===== config.mk =====
export PLATFORM = sky130hd
export DESIGN_NAME = ram_ring_buf
export DESIGN_NICKNAME = d
export VERILOG_FILES = /design/src/rtl/ram_ring_buf.sv
export SDC_FILE = /design/constraint.sdc
export NUM_CORES = 1
export LEC_CHECK = 0
export ABC_AREA = 1
export BUFFER_PORTS_ARGS = -buffer_cell sky130_fd_sc_hd__buf_4
export CAP_MARGIN = 20
export CORE_UTILIZATION = 65
export CTS_BUF_LIST = sky130_fd_sc_hd__clkbuf_4 sky130_fd_sc_hd__clkbuf_8 sky130_fd_sc_hd__clkbuf_16
export DETAILED_ROUTE_END_ITERATION = 16
export GPL_TIMING_DRIVEN = 0
export PLACE_DENSITY = 0.92
export SYNTH_ARGS = -nofsm -noshare
export SYNTH_HDL_FRONTEND = slang
export SYNTH_SLANG_ARGS = --single-unit

===== constraint.sdc =====
create_clock -name CLK -period 2.55 [get_ports CLK]
set_input_delay 0.3825 -clock CLK [delete_from_list [all_inputs] [get_ports CLK]]
set_output_delay 0.3825 -clock CLK [all_outputs]
set_load 0.01 [all_outputs]

===== src/rtl/ram_ring_buf.sv =====
// ram_ring_buf
//   Buffer RAM with per-byte write enables, a one-cycle-latency registered read
//   and two addressing modes. In addressed mode A selects the word. In circular
//   mode free-running write and read pointers select it.
//   A wrap counter of accepted writes pulses FULL for one cycle every DEPTH writes.
//   Memory is held in resettable flops, so an asynchronous reset clears every
//   word. A write that is pending when reset hits can never land.
// Ports
//   CLK       clock, rising edge
//   RST_N     asynchronous reset, active low (clears memory and all state)
//   CLR       synchronous clear of pointers, write counter, FULL and DO_VALID
//   MODE      0 = addressed (A), 1 = circular (WPTR/RPTR)
//   WRITE     write request
//   READ      read request
//   A         address for MODE=0 accesses
//   Di        write data
//   BE        byte enables, bit k covers Di[8k+7:8k]
//   Do        registered read data
//   DO_VALID  one-cycle strobe: Do was loaded by a read
//   FULL      one-cycle pulse after every DEPTH-th accepted write
//   WPTR      circular write pointer
//   RPTR      circular read pointer
module ram_ring_buf #(
   parameter int DATA_WIDTH = 16,
   parameter int ADDR_WIDTH = 3
) (
   input  logic                    CLK,
   input  logic                    RST_N,
   input  logic                    CLR,
   input  logic                    MODE,
   input  logic                    WRITE,
   input  logic                    READ,
   input  logic [ADDR_WIDTH-1:0]   A,
   input  logic [DATA_WIDTH-1:0]   Di,
   input  logic [DATA_WIDTH/8-1:0] BE,
   output logic [DATA_WIDTH-1:0]   Do,
   output logic                    DO_VALID,
   output logic                    FULL,
   output logic [ADDR_WIDTH-1:0]   WPTR,
   output logic [ADDR_WIDTH-1:0]   RPTR
);

   localparam int DEPTH = 2 ** ADDR_WIDTH;
   localparam int NBYTES = DATA_WIDTH / 8;

   logic [DATA_WIDTH-1:0] mem_q [DEPTH];
   logic [DATA_WIDTH-1:0] mem_d [DEPTH];
   logic [DATA_WIDTH-1:0] do_q, do_d;
   logic                  do_valid_q, do_valid_d;
   logic                  full_q, full_d;
   logic [ADDR_WIDTH-1:0] wptr_q, wptr_d;
   logic [ADDR_WIDTH-1:0] rptr_q, rptr_d;
   logic [ADDR_WIDTH-1:0] wcnt_q, wcnt_d;
   logic [ADDR_WIDTH-1:0] waddr_s, raddr_s;

   // Replace only the enabled bytes of a stored word.
   function automatic logic [DATA_WIDTH-1:0] merge_bytes(
      input logic [DATA_WIDTH-1:0] old_word,
      input logic [DATA_WIDTH-1:0] new_word,
      input logic [NBYTES-1:0]     be
   );
      logic [DATA_WIDTH-1:0] res;
      res = old_word;
      for (int k = 0; k < NBYTES; k++) begin
         if (be[k]) begin
            res[8*k +: 8] = new_word[8*k +: 8];
         end else begin
            res[8*k +: 8] = old_word[8*k +: 8];
         end
      end
      return res;
   endfunction

   // Address selection for both ports, driven by the current mode.
   always_comb begin
      waddr_s = A;
      raddr_s = A;
      if (MODE) begin
         waddr_s = wptr_q;
         raddr_s = rptr_q;
      end else begin
         waddr_s = A;
         raddr_s = A;
      end
   end

   // Next-state logic. The read samples mem_q, so a same-word write returns old data.
   always_comb begin
      mem_d      = mem_q;
      do_d       = do_q;
      do_valid_d = 1'b0;
      full_d     = 1'b0;
      wptr_d     = wptr_q;
      rptr_d     = rptr_q;
      wcnt_d     = wcnt_q;
      if (CLR) begin
         // Clear wins over any access in the same cycle. Memory and Do are kept.
         wptr_d = {ADDR_WIDTH{1'b0}};
         rptr_d = {ADDR_WIDTH{1'b0}};
         wcnt_d = {ADDR_WIDTH{1'b0}};
      end else begin
         if (READ) begin
            do_d       = mem_q[raddr_s];
            do_valid_d = 1'b1;
            if (MODE) begin
               rptr_d = rptr_q + ADDR_WIDTH'(1);
            end else begin
               rptr_d = rptr_q;
            end
         end else begin
            do_d = do_q;
         end
         if (WRITE) begin
            // A write with no byte enabled still counts as accepted.
            mem_d[waddr_s] = merge_bytes(mem_q[waddr_s], Di, BE);
            wcnt_d         = wcnt_q + ADDR_WIDTH'(1);
            full_d         = &wcnt_q;
            if (MODE) begin
               wptr_d = wptr_q + ADDR_WIDTH'(1);
            end else begin
               wptr_d = wptr_q;
            end
         end else begin
            wcnt_d = wcnt_q;
         end
      end
   end

   // State registers, memory included, all cleared by the asynchronous reset.
   always_ff @(posedge CLK or negedge RST_N) begin
      if (!RST_N) begin
         mem_q      <= '{default: {DATA_WIDTH{1'b0}}};
         do_q       <= {DATA_WIDTH{1'b0}};
         do_valid_q <= 1'b0;
         full_q     <= 1'b0;
         wptr_q     <= {ADDR_WIDTH{1'b0}};
         rptr_q     <= {ADDR_WIDTH{1'b0}};
         wcnt_q     <= {ADDR_WIDTH{1'b0}};
      end else begin
         mem_q      <= mem_d;
         do_q       <= do_d;
         do_valid_q <= do_valid_d;
         full_q     <= full_d;
         wptr_q     <= wptr_d;
         rptr_q     <= rptr_d;
         wcnt_q     <= wcnt_d;
      end
   end

   assign Do       = do_q;
   assign DO_VALID = do_valid_q;
   assign FULL     = full_q;
   assign WPTR     = wptr_q;
   assign RPTR     = rptr_q;

endmodule


==> metrics.txt <==
final cell area excluding filler cells=0.0104 mm2; number of DRC violations after detailed-routing iteration 0=1,619; Final Net Count=1,415; setup tns final=0 ns; synthesis warning total=0; remaining max-slew budget at the tightest pin=46.6%; final count of hold timing violations=0; hold bufs inserted after CTS=0; final core utilization=75.0%; CTS H-tree depth=4; count of different cell masters after synthesis=25; post-CTS sizing=0; Final Max Slew Viols=0; WL per Instance=18.8 um; count of maximum capacitance violations=0; Std-Cell Core Area=0.0138 mm2; synthesized instance count=1,314; Max Fanout on Critical Path=10; sequential element share of the synthesized area=42.3%; data required time at the worst endpoint=2.87 ns; overall global routing resource usage=42.2%; synthesized area divided by synthesized cell count=6.99 um2; overall die area=approximately 0.015 mm2; synthesized net count=1,345; number of optimization iterations in the first detailed-route pass=13; wire length of the first global-routing pass=46,200 um; detailed placement HPWL=20,800 um; minimum period implied by the final worst setup slack=~2.4 ns; antenna cell count=0; achievable frequency=~420 MHz; Worst Path Class, Setup=reg2reg; Static Leak=5.55 nW; result of the run=finished, violations left; starting density of the core=66.4%; ranking of synthesized cells by area=sky130_fd_sc_hd__dfrtp_1 (42%), sky130_fd_sc_hd__nand2_1 (20%), sky130_fd_sc_hd__nand3_1 (12%); ratio of total power to cell area=819 mW/mm2; fraction of final layout cells sized beyond drive strength 1=13.3%; number of placement rows=43; clock root cell=sky130_fd_sc_hd__clkbuf_16; CTS Buf Count=17; post-route clock period utilization=between 90% and 100%; drc violations=2; most common library cell in the layout ignoring fill and taps=sky130_fd_sc_hd__nand2_1; antenna violation net count after detailed routing=0; number of input and output port buffers inserted=50; total congestion overflow=0; violations in the final reports=DRC; portion of synthesized cell area occupied by the leading cell type=42.3%; Worst Setup Start Kind=flip-flop; DR vias=9,598; # clock sinks=around 160; maximum buffer depth of the clock tree=2; most used cells in the layout excluding fill and tap cells=sky130_fd_sc_hd__nand2_1 (501), sky130_fd_sc_hd__nand3_1 (228), sky130_fd_sc_hd__dfrtp_1 (155); clock edge transition at the registers on the reported setup and hold paths=0.06 ns; placed cell area=0.00981 mm2; largest net degree at the start of global routing=86; worst setup skew after layout=0.00811 ns; post-synthesis to final-layout area growth=13.0%; Setup crit end kind=flip-flop; Worst VDD drop=0.559 mV; overall routed net length=between 20,000 and 30,000 um; area leader, netlist=sky130_fd_sc_hd__dfrtp_1; clock tree from TritonCTS=yes; setup repair after global routing missed its margin=no; Worst Hold Class=in2async; GP Congestion=a little under 1; via count of the first global-routing pass=between 8,000 and 9,000; total I/O pin count=51; source-to-sink clock delay at the later pin of the worst-skew pair=0.44 ns; number of antenna violations at the first check in global routing=0; number of vias per cell=6.09; Tightest Pin Transition=about 0.80 ns; die extent in x=121 um; total standard cell area after synthesis=0.00918 mm2; Synth Register Bits=155; Die Ht=roughly 120 um; post-CTS setup buffer count=0; setup-violating endpoint count in the final report=0; Worst Path Arrival=2.70 ns
==> synthesized netlist by cell type (all sizes together) <==
cell and count:
nand3 228, buf 59, inv 139, a211oi 1, nor2 66, or2 16
xor2 2, o211ai 64, dfrtp 155, clkinv 1, ha 4, a21oi 1
clkbuf 19, nand3b 32, o21ai 8, nand2 517, a22o 2
==> routing by layer <==
metal,wire [um],GRT usage (%),up-vias
met4,1160,18.8,0
met1,11200,56.8,4392
li1,-,-,4317
met2,12600,60.2,763
met5,0,0,-
met3,4740,16.2,126
==> critical path: stages (launching register included) <==
cell and delay [ns]:
sky130_fd_sc_hd__dfrtp_1 0.41, sky130_fd_sc_hd__nand2_1 0.25, sky130_fd_sc_hd__nand2_2 0.20, sky130_fd_sc_hd__inv_2 0.25, sky130_fd_sc_hd__buf_2 0.30, sky130_fd_sc_hd__nand2_1 0.08, sky130_fd_sc_hd__nand3_1 0.08, sky130_fd_sc_hd__nand2_1 0.10
sky130_fd_sc_hd__inv_1 0.10, sky130_fd_sc_hd__nand2_1 0.24, sky130_fd_sc_hd__nand3_1 0.18, sky130_fd_sc_hd__nand2_1 0.06
==> cell families (layout without fill, tap and decap cells) <==
logic type,after synthesis,after routing,share of synthesized area (%)
AOI/OAI and AO/OA,76,76,6.04
xor gates and xnor gates,2,2,0.191
adders and majority gates,4,4,0.545
buffers and inverters,218,301,9.55
DFF,155,155,42.3
and+or+nand+nor,859,859,41.4
==> where the power goes <==
group | switching, mW | leakage [nW] | total (mW) | internal (mW)
clock network | 1.04 | 0.269 | 2.45 | 1.41
registers | 0.499 | 1.98 | 3.62 | 3.12
logic | 1.55 | 3.31 | 2.43 | 0.880
total | 3.09 | 5.55 | 8.49 | 5.40
==> registers in the layout, summed over array words and instances, names as in the netlist <==
signal and flops:
DO_VALID 1, wcnt_q 3, mem_q 128, RPTR 3, FULL 1, WPTR 3
Do 16
==> worst paths after layout <==
| check | start | end | slack [ns] | cells past startpoint |
|---|---|---|---|---|
| min | RST_N | Do[1]$_DFFE_PN0P_ | 0.002 | 1 |
| max reg2reg | WPTR[0]$_DFFE_PN0P_ | mem_q[109]$_DFFE_PN0P_ | 0.18 | 11 |
| max in group asynchronous | RST_N | mem_q[94]$_DFFE_PN0P_ | 1.73 | 2 |
| min in group CLK | CLR | FULL$_DFF_PN0_ | 0.15 | 2 |
| max | WPTR[0]$_DFFE_PN0P_ | mem_q[109]$_DFFE_PN0P_ | 0.18 | 11 |
| min reg2reg | Do[13]$_DFFE_PN0P_ | Do[13]$_DFFE_PN0P_ | 0.48 | 2 |
==> metrics by stage <==
step | hold WS, ns | cells | setup WS, ns | power (mW)
floorplan | 0.0869 | 1314 | 0.948 | 5.13
global placement | 0.463 | 1544 | 0.277 | 5.81
detailed placement | 0.465 | 1545 | 0.264 | 5.91
CTS | 0.0434 | 1577 | 0.327 | 8.36
global route | 0.0635 | 1577 | 0.0579 | 8.91
finish | 0.00241 | 1577 | 0.176 | 8.49
==> cell type report <==
cell class | count | area [um2]
multi-input combinational | 941 | 4420
sequential | 155 | 3880
fill | 1077 | 3450
inverter | 140 | 526
clock buffer | 20 | 467
timing repair buffer | 51 | 407
buffer | 78 | 352
tap | 180 | 225
clock inverter | 12 | 97.6
Note: power is estimated with default switching activity, not from simulation.
